<file path="src/rtl/sched_pkg.sv">
// Shared types and constants for the dual-issue scheduler slice.
package sched_pkg;

  localparam int unsigned SCHED_REG_W = 4;
  localparam int unsigned SCHED_OP_W  = 8;

  // All-ones register specifier means "no register".
  localparam logic [SCHED_REG_W-1:0] REG_NONE = '1;

  typedef struct packed {
    logic [SCHED_REG_W-1:0] des;
    logic [SCHED_REG_W-1:0] s1;
    logic [SCHED_REG_W-1:0] s2;
    logic [SCHED_OP_W-1:0]  op;
  } instr_t;

  typedef enum logic [1:0] {
    EMPTY      = 2'd0,
    HOLD_BOTH  = 2'd1,
    HOLD_YOUNG = 2'd2
  } sched_state_t;

  function automatic logic reg_used(input logic [SCHED_REG_W-1:0] r);
    return r != REG_NONE;
  endfunction

endpackage

</file>
<file path="src/rtl/dual_issue_scheduler_scoreboard.sv">
// Busy-bit array of in-flight destinations with two set ports, one clear
// port and a three-register "clear" lookup for each slot.
module sched_scoreboard
  import sched_pkg::*;
#(
  parameter int unsigned REG_W = SCHED_REG_W
) (
  input  logic             clk,
  input  logic             rst_n,
  input  logic             set0_i,
  input  logic [REG_W-1:0] set0_des_i,
  input  logic             set1_i,
  input  logic [REG_W-1:0] set1_des_i,
  input  logic             clr_i,
  input  logic [REG_W-1:0] clr_des_i,
  input  logic [REG_W-1:0] l0_des_i,
  input  logic [REG_W-1:0] l0_s1_i,
  input  logic [REG_W-1:0] l0_s2_i,
  input  logic [REG_W-1:0] l1_des_i,
  input  logic [REG_W-1:0] l1_s1_i,
  input  logic [REG_W-1:0] l1_s2_i,
  output logic             clear0_o,
  output logic             clear1_o
);

  localparam int unsigned NREG = 1 << REG_W;

  logic [NREG-1:0] busy_q, busy_d;

  function automatic logic hit(input logic [NREG-1:0] b, input logic [REG_W-1:0] r);
    return reg_used(r) && b[r];
  endfunction

  // Lookups use registered bits only: a writeback shows up a cycle later.
  always_comb begin
    clear0_o = !(hit(busy_q, l0_des_i) || hit(busy_q, l0_s1_i) || hit(busy_q, l0_s2_i));
    clear1_o = !(hit(busy_q, l1_des_i) || hit(busy_q, l1_s1_i) || hit(busy_q, l1_s2_i));
  end

  // Clear applied first so a same-cycle set on the same register wins.
  always_comb begin
    busy_d = busy_q;
    if (clr_i && reg_used(clr_des_i)) busy_d[clr_des_i] = 1'b0;
    if (set0_i && reg_used(set0_des_i)) busy_d[set0_des_i] = 1'b1;
    if (set1_i && reg_used(set1_des_i)) busy_d[set1_des_i] = 1'b1;
  end

  // Busy-bit storage.
  always_ff @(posedge clk or negedge rst_n) begin
    if (!rst_n) busy_q <= '0;
    else        busy_q <= busy_d;
  end

endmodule

</file>
<file path="src/rtl/raw_war_checker_part.sv">
// Intra-pair RAW/WAR detector: younger slot reads the older dest, or
// writes a register the older slot still has to read.
module raw_war_checker_part
  import sched_pkg::*;
#(
  parameter int unsigned REG_W = SCHED_REG_W
) (
  input  logic             pair_i,
  input  logic [REG_W-1:0] des0_i,
  input  logic [REG_W-1:0] s01_i,
  input  logic [REG_W-1:0] s02_i,
  input  logic [REG_W-1:0] des1_i,
  input  logic [REG_W-1:0] s11_i,
  input  logic [REG_W-1:0] s12_i,
  output logic             hazard_o
);

  logic raw, war;

  // REG_NONE never creates a dependency in either direction.
  always_comb begin
    raw      = reg_used(des0_i) && ((s11_i == des0_i) || (s12_i == des0_i));
    war      = reg_used(des1_i) && ((des1_i == s01_i) || (des1_i == s02_i));
    hazard_o = pair_i && (raw || war);
  end

endmodule

</file>
<file path="src/rtl/dual_issue_scheduler.sv">
// Dual-issue scheduler: holds one in-order pair, issues both lanes when
// independent, otherwise one per cycle, gated by the busy-bit scoreboard.
module dual_issue_scheduler
  import sched_pkg::*;
#(
  // Widths must match the package struct; defaults track it.
  parameter int unsigned REG_W = SCHED_REG_W,
  parameter int unsigned OP_W  = SCHED_OP_W
) (
  input  logic             clk,
  input  logic             rst_n,
  input  logic             in_valid,
  output logic             in_ready,
  input  logic             in_pair,
  input  logic [REG_W-1:0] in_des0,
  input  logic [REG_W-1:0] in_s01,
  input  logic [REG_W-1:0] in_s02,
  input  logic [REG_W-1:0] in_des1,
  input  logic [REG_W-1:0] in_s11,
  input  logic [REG_W-1:0] in_s12,
  input  logic [OP_W-1:0]  in_op0,
  input  logic [OP_W-1:0]  in_op1,
  input  logic             iss_ready,
  output logic             iss0_valid,
  output logic [REG_W-1:0] iss0_des,
  output logic [REG_W-1:0] iss0_s1,
  output logic [REG_W-1:0] iss0_s2,
  output logic [OP_W-1:0]  iss0_op,
  output logic             iss1_valid,
  output logic [REG_W-1:0] iss1_des,
  output logic [REG_W-1:0] iss1_s1,
  output logic [REG_W-1:0] iss1_s2,
  output logic [OP_W-1:0]  iss1_op,
  input  logic             wb_valid,
  input  logic [REG_W-1:0] wb_des
);

  sched_state_t state_q, state_d;
  instr_t       slot0_q, slot1_q;
  logic         pair_q;
  logic         iss0_valid_q, iss1_valid_q;
  instr_t       iss0_q, iss1_q;

  logic         free, clear0, clear1, raw_war_hz, pair_hz, accept;
  logic         lane0_v, lane1_v;
  instr_t       lane0_d, lane1_d;

  raw_war_checker_part #(.REG_W(REG_W)) u_raw_war (
    .pair_i   (pair_q),
    .des0_i   (slot0_q.des),
    .s01_i    (slot0_q.s1),
    .s02_i    (slot0_q.s2),
    .des1_i   (slot1_q.des),
    .s11_i    (slot1_q.s1),
    .s12_i    (slot1_q.s2),
    .hazard_o (raw_war_hz)
  );

  sched_scoreboard #(.REG_W(REG_W)) u_sb (
    .clk        (clk),
    .rst_n      (rst_n),
    .set0_i     (free && lane0_v),
    .set0_des_i (lane0_d.des),
    .set1_i     (free && lane1_v),
    .set1_des_i (lane1_d.des),
    .clr_i      (wb_valid),
    .clr_des_i  (wb_des),
    .l0_des_i   (slot0_q.des),
    .l0_s1_i    (slot0_q.s1),
    .l0_s2_i    (slot0_q.s2),
    .l1_des_i   (slot1_q.des),
    .l1_s1_i    (slot1_q.s1),
    .l1_s2_i    (slot1_q.s2),
    .clear0_o   (clear0),
    .clear1_o   (clear1)
  );

  // Issue decision for the current cycle and the resulting hold state.
  always_comb begin
    free    = !iss0_valid_q || iss_ready;
    pair_hz = raw_war_hz || (pair_q && (slot0_q.des == slot1_q.des) && reg_used(slot0_q.des));
    lane0_v = 1'b0;
    lane1_v = 1'b0;
    lane0_d = '0;
    lane1_d = '0;
    state_d = state_q;
    case (state_q)
      HOLD_BOTH: begin
        if (free && clear0) begin
          lane0_v = 1'b1;
          lane0_d = slot0_q;
          if (pair_q && clear1 && !pair_hz) begin
            lane1_v = 1'b1;
            lane1_d = slot1_q;
            state_d = EMPTY;
          end else begin
            state_d = pair_q ? HOLD_YOUNG : EMPTY;
          end
        end
      end
      HOLD_YOUNG: begin
        // The older slot is gone; only the scoreboard gates slot1 now.
        if (free && clear1) begin
          lane0_v = 1'b1;
          lane0_d = slot1_q;
          state_d = EMPTY;
        end
      end
      default: state_d = EMPTY;
    endcase
    in_ready = rst_n && (state_d == EMPTY);
    accept   = in_valid && in_ready;
  end

  // Hold FSM, bundle latch and registered issue group.
  always_ff @(posedge clk or negedge rst_n) begin
    if (!rst_n) begin
      state_q      <= EMPTY;
      slot0_q      <= '0;
      slot1_q      <= '0;
      pair_q       <= 1'b0;
      iss0_valid_q <= 1'b0;
      iss1_valid_q <= 1'b0;
      iss0_q       <= '0;
      iss1_q       <= '0;
    end else begin
      if (free) begin
        iss0_valid_q <= lane0_v;
        iss1_valid_q <= lane1_v;
        iss0_q       <= lane0_d;
        iss1_q       <= lane1_d;
      end
      if (accept) begin
        state_q <= HOLD_BOTH;
        pair_q  <= in_pair;
        slot0_q <= '{des: in_des0, s1: in_s01, s2: in_s02, op: in_op0};
        slot1_q <= in_pair ? instr_t'{des: in_des1, s1: in_s11, s2: in_s12, op: in_op1} : '0;
      end else begin
        state_q <= state_d;
      end
    end
  end

  always_comb begin
    iss0_valid = iss0_valid_q;
    iss0_des   = iss0_q.des;
    iss0_s1    = iss0_q.s1;
    iss0_s2    = iss0_q.s2;
    iss0_op    = iss0_q.op;
    iss1_valid = iss1_valid_q;
    iss1_des   = iss1_q.des;
    iss1_s1    = iss1_q.s1;
    iss1_s2    = iss1_q.s2;
    iss1_op    = iss1_q.op;
  end

endmodule

</file>
<file path="config.mk">
export PLATFORM = sky130hd
export DESIGN_NAME = dual_issue_scheduler
export DESIGN_NICKNAME = d
export VERILOG_FILES = /design/src/rtl/sched_pkg.sv /design/src/rtl/dual_issue_scheduler_scoreboard.sv /design/src/rtl/raw_war_checker_part.sv /design/src/rtl/dual_issue_scheduler.sv
export SDC_FILE = /design/constraint.sdc
export NUM_CORES = 1
export LEC_CHECK = 0
export CAP_MARGIN = 20
export CORE_UTILIZATION = 35
export DETAILED_ROUTE_END_ITERATION = 8
export DONT_BUFFER_PORTS = 1
export GPL_ROUTABILITY_DRIVEN = 0
export PLACE_DENSITY = 0.61
export SKIP_CTS_REPAIR_TIMING = 1
export SLEW_MARGIN = 20
export SYNTH_ARGS = -nofsm -noshare
export SYNTH_HDL_FRONTEND = slang
export SYNTH_HIERARCHICAL = 1
export SYNTH_SLANG_ARGS = --single-unit
</file>
<file path="constraint.sdc">
create_clock -name clk -period 4.9 [get_ports clk]
set_clock_uncertainty 0.05 [all_clocks]
set_input_delay 0.49 -clock clk [delete_from_list [all_inputs] [get_ports clk]]
set_output_delay 0.49 -clock clk [all_outputs]
set_load 0.03 [all_outputs]
</file>
== Yosys cells after proc, flatten, opt, wreduce, memory -nomap -nowiden ==
Cells that the tools add are included.

* Flip-flop bits (word level): 101
* Bits of input ports: 50
* Output and inout port bits: 43
* Word-level logic and storage cells: 132

* Order comparisons: 12
* Equality and inequality tests: 16
* Muxes and demuxes: 40
* Bitwise operators: 4
* Reduce and logical (&&, ||, !) cells: 39

{| class="wikitable"
|+ Operator list
! cell !! count
|-
| $mux W20 || 6
|-
| $mux W16 || 3
|-
| $lt A4 B5 Y1 const B || 9
|-
| $pmux W20 S2 || 1
|-
| $ne A4 B4 Y1 const B || 9
|-
| $or A16 B16 Y16 || 2
|-
| $logic_and A1 B1 Y1 || 25
|-
| $bmux W1 S4 || 6
|-
| $eq A4 B4 Y1 || 5
|-
| $and A16 B16 Y16 || 1
|-
| $not A16 Y16 || 1
|-
| $mux W1 || 14
|-
| $demux W1 S4 || 3
|-
| $ge A4 B1 Y1 const B || 3
|-
| $mux W2 || 5
|-
| $logic_or A1 B1 Y1 || 9
|-
| $logic_not A1 Y1 || 4
|-
| $pmux W2 S2 || 1
|-
| $eq A2 B1 Y1 const B || 1
|-
| $eq A2 B2 Y1 const B || 1
|-
| $logic_not A2 Y1 || 1
|-
| $pmux W1 S2 || 1
|}

== Logic depth before layout (Yosys ltp) ==
Gate-level depths: netlist of run 1.

* Word-level depth: 17
* Depth in mapped cells: 12
* Mapped depth without buffers: 10

== Modules after synthesis ==
The synthesis of run 1 kept the hierarchy.

{| class="wikitable"
|+ Modules (own cells, without submodules)
! module !! instances !! cells an instance !! area each (um2) !! sequential area each (um2)
|-
| dual_issue_scheduler || 1 || 307 || 3593.4 || 2127.0
|-
| sched_scoreboard || 1 || 125 || 1440.1 || 375.4
|-
| raw_war_checker_part || 1 || 25 || 196.4 || 0.0
|}

== Worst setup path before layout of run 1 ==
Ideal clock, no wire load.

* Path kind: reg-to-reg
* From: reg slot0_q[17] (netlist bit)
* To: reg u_sb.busy_q[1]
* Arrival: 3238 ps
* Required time: 4760 ps
* Setup slack: 1522 ps
* Stages on the path, launching flop included: 12
* Path buffers: 2
* Clock period less this slack: 3378 ps
* Cells stage by stage: dfrtp_1 mux4_2 mux2i_1 o22ai_1 nor3_1 and3_1 clkbuf_2 nand4_1 nor2_2 buf_2 or3b_2 o221ai_1

* Word-level cells in the longest chain between the ends: 17
* Elaborated cells on any way between the ends: 50
* Classes of those cells: order compare (4); eq/ne (6); mux (18); bitwise (2); reduce/logical (20)

{| class="wikitable"
|+ Ends and longest elaborated chain
! item !! line !! text
|-
| start, declared || dual_issue_scheduler.sv:39 || <nowiki>instr_t slot0_q, slot1_q;</nowiki>
|-
| start signal, assigned || dual_issue_scheduler.sv:136 || <nowiki>slot0_q <= '{des: in_des0, s1: in_s01, s2: in_s02, op: in_op0};</nowiki>
|-
| $bmux W1 S4 || dual_issue_scheduler_scoreboard.sv:31 || <nowiki>return reg_used(r) && b[r];</nowiki>
|-
| $mux W1 (implied by the code) || dual_issue_scheduler_scoreboard.sv:31 ||
|-
| $logic_and A1 B1 Y1 * || dual_issue_scheduler_scoreboard.sv:31 ||
|-
| $logic_or A1 B1 Y1 * (2 in a row) || dual_issue_scheduler_scoreboard.sv:36 || <nowiki>clear0_o = !(hit(busy_q, l0_des_i) || hit(busy_q, l0_s1_i) || hit(busy_q, l0_s2_i));</nowiki>
|-
| $logic_not A1 Y1 * || dual_issue_scheduler_scoreboard.sv:36 ||
|-
| net clear0 || dual_issue_scheduler.sv:44 || <nowiki>logic free, clear0, clear1, raw_war_hz, pair_hz, accept;</nowiki>
|-
| $logic_and A1 B1 Y1 * || dual_issue_scheduler.sv:89 || <nowiki>if (free && clear0) begin</nowiki>
|-
| $mux W20 || dual_issue_scheduler.sv:89 ||
|-
| [2 not listed] || - ||
|-
| $logic_and A1 B1 Y1 (implied by the code) || dual_issue_scheduler_scoreboard.sv:44 || <nowiki>if (set0_i && reg_used(set0_des_i)) busy_d[set0_des_i] = 1'b1;</nowiki>
|-
| $mux W1 (implied by the code) || dual_issue_scheduler_scoreboard.sv:44 ||
|-
| $demux W1 S4 || - ||
|-
| $or A16 B16 Y16 (no source line) || - ||
|-
| $mux W16 || dual_issue_scheduler_scoreboard.sv:44 ||
|-
| $or A16 B16 Y16 (no source line) || - ||
|-
| $mux W16 * || dual_issue_scheduler_scoreboard.sv:45 || <nowiki>if (set1_i && reg_used(set1_des_i)) busy_d[set1_des_i] = 1'b1;</nowiki>
|-
| net u_sb.busy_d[1] || dual_issue_scheduler_scoreboard.sv:28 || <nowiki>logic [NREG-1:0] busy_q, busy_d;</nowiki>
|-
| end signal, assigned || dual_issue_scheduler_scoreboard.sv:51 || <nowiki>else busy_q <= busy_d;</nowiki>
|-
| end, declared || dual_issue_scheduler_scoreboard.sv:28 ||
|}

The timed path passes the listed nets; every way through them passes the cells marked *. The select of a mux whose other input is x is not followed.
A chain may end at the register's enable or synchronous reset.

== Final worst setup path of run 1 ==
* From: reg slot1_q[16] (netlist bit)
* To: out in_ready

* Word-level cells in the longest chain between the ends: 13
* Elaborated cells on any way between the ends: 27
* Classes of those cells: eq/ne (4); mux (6); reduce/logical (17)

{| class="wikitable"
|+ Ends and longest elaborated chain
! item !! line !! text
|-
| start, declared || dual_issue_scheduler.sv:39 ||
|-
| start signal, assigned || dual_issue_scheduler.sv:137 || <nowiki>slot1_q <= in_pair ? instr_t'{des: in_des1, s1: in_s11, s2: in_s12, op: in_op1} : '0;</nowiki>
|-
| $bmux W1 S4 || dual_issue_scheduler_scoreboard.sv:31 ||
|-
| $mux W1 (implied by the code) || dual_issue_scheduler_scoreboard.sv:31 ||
|-
| $logic_and A1 B1 Y1 * || dual_issue_scheduler_scoreboard.sv:31 ||
|-
| $logic_or A1 B1 Y1 * (2 in a row) || dual_issue_scheduler_scoreboard.sv:37 || <nowiki>clear1_o = !(hit(busy_q, l1_des_i) || hit(busy_q, l1_s1_i) || hit(busy_q, l1_s2_i));</nowiki>
|-
| $logic_not A1 Y1 * || dual_issue_scheduler_scoreboard.sv:37 ||
|-
| net clear1 || dual_issue_scheduler.sv:44 ||
|-
| $logic_and A1 B1 Y1 (2 in a row) || dual_issue_scheduler.sv:92 || <nowiki>if (pair_q && clear1 && !pair_hz) begin</nowiki>
|-
| $mux W2 || dual_issue_scheduler.sv:92 ||
|-
| $mux W2 || dual_issue_scheduler.sv:89 ||
|-
| $pmux W2 S2 * || dual_issue_scheduler.sv:87 || <nowiki>case (state_q)</nowiki>
|-
| $logic_not A2 Y1 * || dual_issue_scheduler.sv:111 || <nowiki>in_ready = rst_n && (state_d == EMPTY);</nowiki>
|-
| $logic_and A1 B1 Y1 * || dual_issue_scheduler.sv:111 ||
|-
| end, declared || dual_issue_scheduler.sv:13 || <nowiki>output logic in_ready,</nowiki>
|}

Marks and branches as above.

==> impl_metrics.csv, run 1 <==
group,metric,value,unit
yosys,synth_compound_area_share,15.81,%
placement,numPortBuffers,0,
die,pin_count,93,
timing,slew_violations,0,
die,core_area,14530,um^2
finish,nFillCells,1424,
global_routing,antenna_found_initial,1,
clocking,insertion_delay,350,ps
yosys,synthMuxAreaShare,18.76,%
flow_run,drv_cap,0,
clocking,clock-root-buffer,"clkbuf_16",
yosys,syn-num-nets,509,
die,start_util,35.98,%
timing,period_share,86.00,%
power,p_comb_share,16.3,%
power,ir_drop,0.2233,mV
global_routing,grt_use_total,19.39,%
setup_path,cp_max_fo,12,
finish,layout.nets,507,
timing,tightestPinTransition,738.4,ps
drt,wl,14700,um
clocking,cts.htree.levels,3,
setup_path,r2r_cells,9,
setup_path,max_stage_delay,690,ps
yosys,seq_area_frac_synth,47.85,%
yosys,synth_warnings,6,
setup_path,cp_data_arrival_time,3670,ps
finish,final_cell_area,5741,um^2
timing,slew_headroom,50.78,%
yosys,synthCells,457,
drt,antenna_left,0,
power,clockPowerShare,33.5,%
die,rows,44,
timing,whs,0.3837,ps
yosys,synth-simple-area-share,10.19,%
drt,vias,3958,
global_routing,grt_pass1_vias,3962,
timing,hold_viol,0,
setup_path,startpoint_type,"flip-flop",
die,die_w,124.2,um
power,internal-power,1.500,mW
clocking,cts_tree,"yes",
power,power_density,376.1,nW/um^2
clocking,cts-buffers-inserted,9,
setup_path,ff2ff_setup_slack,920,ps
drt,drc,0,
status,outcome,"finished, final reports clean",
yosys,synthAdderAreaFrac,0.4785,%
timing,tns,0,ps
setup_path,crit_start,"slot1_q[16]$_DFFE_PN0P_",
power,p_switching,0.6589,mW
die,die_area,15440,um^2
placement,dp.cells,627,
power,p_seq_share,50.3,%
placement,place_area,5413,um^2
global_routing,grt_pass1_wl,23020,um
global_routing,grtUsageMet3,5.560,%
global_routing,grt_max_degree,103,
global_routing,top_usage_layer,"met2",
global_routing,overflow,0,
yosys,synth_edf_count,0,
setup_path,crit_type,"flip-flop to output pin",
timing,period_minus_slack,4214,ps
hold_path,hp-class,"primary input to asynchronous set/reset pin",
power,p_leak,2.540,nW
setup_path,slowest_stage,"dfrtp_1",
setup_path,path_cells,"mux4_1, mux2i_1, o22ai_1, nor3_1, o221ai_1, a32oi_2, nand2_1, nor2_1",
yosys,synth_top_flop_cell,"dfrtp_1",
setup_path,worstReg2RegStart,"slot1_q[16]$_DFFE_PN0P_",
yosys,syn_area,5230,um^2
drt,drt_iter0_drc,365,
yosys,synth_top_family_by_area,"multiplexers",
yosys,ys_async_sr_fraction,100.0,%
die,die_height,124.2,um
placement,detailed_place_hpwl,10140,um
clocking,clkTransAtPathRegs,70,ps
setup_path,crit_path_end_kind,"output pin",
finish,final_cells,645,
timing,fmax,237.3,MHz
yosys,synthDistinctLibCells,42,
finish,area_delta_synth_final,9.761,%
drt,drtPass1Iterations,6,
setup_path,r2r_end,"slot0_q[16]$_DFFE_PN0P_",
global_routing,grt_use_met2,29.90,%
clocking,clk_path_buf_depth,2,
yosys,avgSynthCellArea,11.44,um^2
yosys,synth_seq_cells,100,
power,switching_share,30.52,%
clocking,cts_sinks,100,
drt,wl_per_cell,22.79,um
drt,drt-vias-per-instance,6.136,
yosys,synth_xor_area_share,3.349,%
setup_path,required,4360,ps
timing,rsz0062_at_grt,"false",
global_routing,grt_use_met1,25.85,%
finish,layout-drive-gt1-share,9.348,%
timing,setup_viol,0,
## cells in the final DEF (no fill, tap or decap), types with 7 or more instances in the layout
cell type,n
clkbuf_16,9
xor2_1,13
nand2_1,51
xnor2_1,7
o21ai_0,35
nand2b_1,7
mux2_1,20
o221ai_1,22
dfrtp_1,100
nor2_1,10
nand3b_1,7
mux2i_1,32
a21o_1,9
mux4_2,13
inv_1,24
o211ai_1,7
a22oi_1,20
a22o_1,16
## critical path: cells and delay by family (launching register included)
kind             cells  cell delay (ps)
AND/OR/NAND/NOR      3             1190
multiplexers         2              790
flip-flops           1              690
AO/OA/AOI/OAI        3              650
## flip-flops by register name (all words and copies together), names as in the netlist
| register | flops |
|---|---|
| slot0_q | 20 |
| slot1_q | 20 |
| u_sb/busy_q | 15 |
| iss0_op | 8 |
| iss1_op | 8 |
| iss0_des | 4 |
| iss0_s1 | 4 |
| iss0_s2 | 4 |
| iss1_des | 4 |
| iss1_s1 | 4 |
| iss1_s2 | 4 |
| state_q | 2 |
| iss0_valid | 1 |
| iss1_valid | 1 |
| pair_q | 1 |
## layout make-up
type / instances / area (um^2) / share of cell area [%]
antenna: 1 / 2.502 / 0.04359
clock buffer: 15 / 267.8 / 4.664
clock inverter: 1 / 30.03 / 0.5231
inverter: 24 / 90.09 / 1.569
multi-input combinational: 314 / 2552 / 44.46
sequential: 100 / 2502 / 43.59
tap: 184 / 230.2 / 4.010
timing repair buffer: 6 / 65.06 / 1.133
## per-layer routing
| layer | up-vias | share of wire [%] |
|---|---|---|
| li1 | 1713 | - |
| met1 | 1997 | 42 |
| met2 | 212 | 46 |
| met3 | 36 | 9.1 |
| met4 | 0 | 2.8 |
| met5 | - | 0 |
## logic make-up after synthesis
logic type	count (synthesis)
buffers and inverters	43
adder cells (fa/ha/maj)	2
XOR/XNOR	20
flip-flops	100
multiplexers	71
AND/OR/NAND/NOR	106
AO/OA/AOI/OAI	115
## cells in the mapped netlist (all sizes together), types with 2 or more instances
| library cell | instances | area [um^2] |
|---|---|---|
| nand3 | 3 | 15.01 |
| nor3 | 6 | 30.03 |
| a22oi | 20 | 150.1 |
| nand2b | 8 | 57.55 |
| or2 | 3 | 18.77 |
| a21o | 9 | 67.56 |
| nor2 | 11 | 43.80 |
| mux4 | 18 | 424.2 |
| o22ai | 2 | 12.51 |
| inv | 24 | 90.09 |
| and3 | 2 | 12.51 |
| dfrtp | 100 | 2502 |
| nand2 | 51 | 191.4 |
| nand4 | 6 | 37.54 |
| o221ai | 22 | 192.7 |
| clkbuf | 14 | 53.80 |
| nor4 | 3 | 18.77 |
| xnor2 | 7 | 61.31 |
| nand3b | 7 | 52.55 |
| mux2i | 32 | 320.3 |
| or3b | 3 | 26.28 |
| a22o | 16 | 140.1 |
| ha | 2 | 25.02 |
| buf | 5 | 42.53 |
| o211ai | 7 | 52.55 |
| xor2 | 13 | 113.9 |
| mux2 | 21 | 236.5 |
| o21ai | 36 | 180.2 |
## metrics by stage
step	util [%]	power (mW)	setup slack, ps
detailed placement	37.24	1.427	1010
CTS	39.29	2.155	742.1
floorplan	-	1.313	1522
global placement	37.24	1.418	1024
global route	39.50	2.259	571.6
finish	39.50	2.159	686.2
## worst max path at each step
| stage | slack, ps | end | cells after the start |
|---|---|---|---|
| global placement | 1020 | slot0_q[16]$_DFFE_PN0P_ | 9 |
| detailed placement | 1010 | slot0_q[16]$_DFFE_PN0P_ | 9 |
| floorplan | 1520 | u_sb/busy_q[1]$_DFF_PN0_ | 11 |
| CTS | 740 | in_ready | 8 |
| global route | 570 | in_ready | 8 |
| finish | 690 | in_ready | 8 |
## power groups by stage
stage | Combinational (mW) | Sequential [mW] | Clock (mW)
2_1_floorplan | 0.274 | 1.04 | 0
3_3_place_gp | 0.324 | 1.09 | 0
3_5_place_dp | 0.330 | 1.10 | 0
4_1_cts | 0.332 | 1.08 | 0.741
5_1_grt | 0.386 | 1.10 | 0.776
6_report | 0.351 | 1.09 | 0.723
(Power assumes the default switching activity.)
==> run 2: changes to the inputs <==
--- a/config.mk
+++ b/config.mk
@@ -10,6 +10,7 @@
 export DETAILED_ROUTE_END_ITERATION = 8
 export DONT_BUFFER_PORTS = 1
 export GPL_ROUTABILITY_DRIVEN = 0
+export MAX_ROUTING_LAYER = met4
 export PLACE_DENSITY = 0.61
 export SKIP_CTS_REPAIR_TIMING = 1
 export SLEW_MARGIN = 20
==> impl_metrics.csv, run 2 (synthesized netlist as in run 1, its figures left out) <==
group,metric,value,unit
drt,wl,14870,um
placement,dpl_worst_slack,1010,ps
timing,fmax,237.5,MHz
die,die_height,124.2,um
timing,tightestPinTransition,759.8,ps
timing,final.setup.worst_slack,689.9,ps
drt,drt-met1-wl,6177,um
setup_path,required,4360,ps
drt,wl_per_cell,23.05,um
drt,drtPass1Iterations,5,
power,p_leak,2.540,nW
timing,slew_headroom,49.35,%
setup_path,crit_path_end_kind,"output pin",
timing,tns,0,ps
finish,nFillCells,1424,
clocking,cts_tree,"yes",
power,ir_drop,0.2252,mV
drt,drc,0,
clocking,cts.htree.levels,3,
setup_path,cp_top_family,"simple AND/OR/NAND/NOR gates",
clocking,cts-buffers-inserted,9,
timing,setup_viol,0,
drt,antenna_left,0,
timing,slew_violations,0,
power,power_density,376.8,nW/um^2
finish,area_delta_synth_final,9.761,%
timing,period_minus_slack,4210,ps
clocking,clkTransAtPathRegs,70,ps
die,rows,44,
drt,top_layer,"met4",
drt,vias,4035,
setup_path,max_stage_delay,690,ps
status,outcome,"finished, final reports clean",
die,start_util,35.98,%
placement,numPortBuffers,0,
setup_path,slowest_stage,"dfrtp_1",
setup_path,path_cells,"mux4_1, mux2i_1, o22ai_1, nor3_1, o221ai_1, a32oi_2, nand2_1, nor2_1",
global_routing,grt_pass1_vias,3950,
die,die_w,124.2,um
die,die_area,15440,um^2
clocking,clock-root-buffer,"clkbuf_16",
timing,rsz0062_at_grt,"false",
die,pin_count,93,
timing,period_share,85.92,%
flow_run,drv_cap,0,
clocking,clk_path_buf_depth,2,
drt,wl_met2,6899,um
setup_path,startpoint_type,"flip-flop",
global_routing,grt_max_degree,103,
setup_path,cp_data_arrival_time,3670,ps
timing,hold_viol,0,
finish,top_regs,"slot0_q x20, slot1_q x20, u_sb/busy_q x15",
drt,wl_met3,1374,um
global_routing,antenna_found_initial,1,
finish,layout-drive-gt1-share,9.348,%
clocking,insertion_delay,350,ps
drt,drt-vias-per-instance,6.256,
placement,detailed_place_hpwl,10140,um
setup_path,path_buf_inv,0,
hold_path,hp-class,"primary input to asynchronous set/reset pin",
setup_path,cp_max_fo,12,
global_routing,overflow,0,
global_routing,grt_use_total,20.01,%
power,totalPowerFinal,2.163,mW
timing,whs,29.79,ps
finish,layout_commonest_cell,"dfrtp_1",
finish,final_cell_mix,"dfrtp_1, nand2_1, o21ai_0, mux2i_1, inv_1",
clocking,cts_sinks,100,
setup_path,crit_type,"flip-flop to output pin",
die,core_area,14530,um^2
drt,drt_iter0_drc,375,
global_routing,grt_pass1_wl,23090,um
finish,layout.nets,507,
-- run 2: routing by layer --
layer,track usage [%],vias to the layer above
met5,-,-
met3,5.474,41
li1,-,1712
met2,29.77,227
met4,7.087,0
met1,26.15,2055
-- run 2: final cells by class --
cell class | count | area, um^2 | area share (%)
Antenna cell | 1 | 2.502 | 0.04359
Clock buffer | 15 | 267.8 | 4.664
Clock inverter | 1 | 30.03 | 0.5231
Inverter | 24 | 90.09 | 1.569
Multi-Input combinational cell | 314 | 2552 | 44.46
Sequential cell | 100 | 2502 | 43.59
Tap cell | 184 | 230.2 | 4.010
Timing Repair Buffer | 6 | 65.06 | 1.133
-- run 2: path summary, 6_finish.rpt --
kind | startpoint | to | slack [ps] | cells after the start
min | rst_n | slot1_q[13]$_DFFE_PN0P_ | 30 | 1
max | slot1_q[16]$_DFFE_PN0P_ | in_ready | 690 | 8
max reg2reg | slot1_q[16]$_DFFE_PN0P_ | u_sb/busy_q[6]$_DFF_PN0_ | 910 | 10
min in group clk | in_s01[2] | slot0_q[14]$_DFFE_PN0P_ | 210 | 1
min reg2reg | slot0_q[2]$_DFFE_PN0P_ | slot0_q[2]$_DFFE_PN0P_ | 440 | 1
max in group asynchronous | rst_n | iss1_s2[1]$_DFFE_PN0N_ | 4400 | 1
-- run 2: power breakdown --
part	leakage [nW]	internal [mW]	total [mW]	switching [mW]
logic	1.08	0.176	0.353	0.177
clock network	0.144	0.425	0.725	0.300
registers	1.32	0.900	1.08	0.185
-- run 2: metrics by stage --
stage	cells	utilization, %	cell area [um^2]
floorplan	457	-	5230
global placement	627	37.24	5413
detailed placement	627	37.24	5413
CTS	643	39.29	5710
global route	645	39.50	5741
finish	645	39.50	5741
==> run 3: changes to the inputs <==
--- a/config.mk
+++ b/config.mk
@@ -11,7 +11,7 @@
 export DONT_BUFFER_PORTS = 1
 export GPL_ROUTABILITY_DRIVEN = 0
 export MAX_ROUTING_LAYER = met4
-export PLACE_DENSITY = 0.61
+export PLACE_DENSITY = 0.63
 export SKIP_CTS_REPAIR_TIMING = 1
 export SLEW_MARGIN = 20
 export SYNTH_ARGS = -nofsm -noshare
==> constraint.sdc (replaced) <==
create_clock -name clk -period 3.7 [get_ports clk]
set_clock_uncertainty 0.05 [all_clocks]
set_input_delay 0.37 -clock clk [delete_from_list [all_inputs] [get_ports clk]]
set_output_delay 0.37 -clock clk [all_outputs]
set_load 0.03 [all_outputs]
==> impl_metrics.csv, run 3 (synthesized netlist as in run 1, its figures left out) <==
group,metric,value,unit
drt,wl,14960,um
drt,drt-vias-per-instance,6.105,
die,die_w,124.2,um
clocking,cts_sinks,100,
clocking,clkTransAtPathRegs,60,ps
finish,final_cell_mix,"dfrtp_1, nand2_1, o21ai_0, mux2i_1, inv_1",
finish,nFillCells,1405,
finish,top_regs,"slot0_q x20, slot1_q x20, u_sb/busy_q x15",
placement,place_area,5530,um^2
clocking,cts.htree.levels,3,
setup_path,cp_max_fo,12,
finish,layout-drive-gt1-share,13.08,%
clocking,insertion_delay,350,ps
clocking,cts-buffers-inserted,9,
die,start_util,35.98,%
finish,regArea,2505,um^2
drt,antenna_left,0,
finish,layout.nets,523,
setup_path,crit_path_end_kind,"output pin",
drt,drc,0,
clocking,clk_path_buf_depth,2,
clocking,cts_tree,"yes",
power,power_density,477.5,nW/um^2
timing,setup_viol,0,
global_routing,grt_max_degree,103,
placement,dp.cells,642,
timing,fmax,283.7,MHz
timing,period_share,95.28,%
timing,tns,0,ps
finish,area_delta_synth_final,11.65,%
timing,slew_headroom,37.62,%
global_routing,grt_use_total,20.35,%
global_routing,grt_pass1_wl,23810,um
drt,wl_per_cell,22.73,um
timing,slew_violations,0,
timing,period_minus_slack,3525,ps
power,ir_drop,0.2653,mV
timing,rsz0062_at_grt,"false",
timing,final.setup.worst_slack,174.7,ps
power,p_leak,2.601,nW
timing,hold_viol,0,
setup_path,crit_type,"flip-flop to output pin",
flow_run,drv_cap,0,
setup_path,required,3280,ps
placement,dpl_worst_slack,54.52,ps
setup_path,cp_data_arrival_time,3110,ps
finish,multi_input_area,2567,um^2
finish,layout_commonest_cell,"dfrtp_1",
drt,vias,4017,
finish,final_cells,658,
global_routing,grt_pass1_vias,4161,
die,core_area,14530,um^2
die,rows,44,
global_routing,overflow,0,
die,die_area,15440,um^2
status,outcome,"finished, final reports clean",
die,die_height,124.2,um
drt,drt_iter0_drc,399,
drt,drtPass1Iterations,5,
hold_path,hp-class,"primary input to flip-flop",
clocking,clock-root-buffer,"clkbuf_16",
placement,detailed_place_hpwl,10360,um
global_routing,antenna_found_initial,0,
die,pin_count,93,
setup_path,startpoint_type,"flip-flop",
finish,diodes,0,
placement,numPortBuffers,0,
timing,tightestPinTransition,933.8,ps
finish,finish.utilization,40.18,%
finish,final_cell_area,5839,um^2
run 3: cell count changes in the layout (fill, tap and decap cells not counted), sizes merged:
| cell | previous run | this run |
|---|---|---|
| clkinvlp | 0 | 1 |
| clkinv | 0 | 1 |
| bufinv | 1 | 0 |
| dlygate4sd3 | 0 | 1 |
| clkbuf | 15 | 12 |
| diode | 1 | 0 |
| buf | 6 | 21 |
run 3: critical path, cell delays in order, from the launching register on:
cell and delay [ps]:
dfrtp_2 560, mux4_1 600, mux2i_1 150, o22ai_1 130, nor3_2 330, o221ai_1 200, a32oi_2 280, nand2_1 130
nor2_1 180, buf_4 190
run 3: area by class of cell:
cell class              instances  area share (%)
multi-input cells             314           43.97
clock inverters                 2          0.2143
clock buffers                  12           4.221
flip-flops and latches        100           42.90
well taps                     184           3.943
inverters                      24           1.543
repair buffers                 22           3.214
run 3: metal layers:
metal	part of all wire, %	global-route usage [%]
met5	0	-
met1	41	26.07
met4	2.5	7.371
met3	9.6	5.647
met2	47	30.74
run 3: path summary, 6_finish.rpt:
path | cells past startpoint | startpoint | endpoint | slack [ps]
min reg2reg | 1 | slot0_q[4]$_DFFE_PN0P_ | slot0_q[4]$_DFFE_PN0P_ | 450
min in group asynchronous | 2 | rst_n | iss1_s1[2]$_DFFE_PN0N_ | 580
max | 9 | slot1_q[16]$_DFFE_PN0P_ | in_ready | 170
max in group asynchronous | 2 | rst_n | iss1_s1[3]$_DFFE_PN0N_ | 2650
max reg2reg | 9 | slot1_q[16]$_DFFE_PN0P_ | u_sb/busy_q[1]$_DFF_PN0_ | 310
min | 1 | in_s01[1] | slot0_q[13]$_DFFE_PN0P_ | 100
run 3: power by group:
| group | switching (mW) | internal [mW] |
|---|---|---|
| clock | 0.384 | 0.466 |
| combinational | 0.270 | 0.255 |
| sequential | 0.220 | 1.19 |
| total | 0.874 | 1.91 |
run 3: metrics by stage:
step	total power, mW	hold slack, ps
final	2.788	100.4
after global routing	2.915	91.62
after CTS	2.773	-348.2
after detailed placement	1.914	27.53
after global placement	1.897	28.08
after floorplan	1.738	24.41
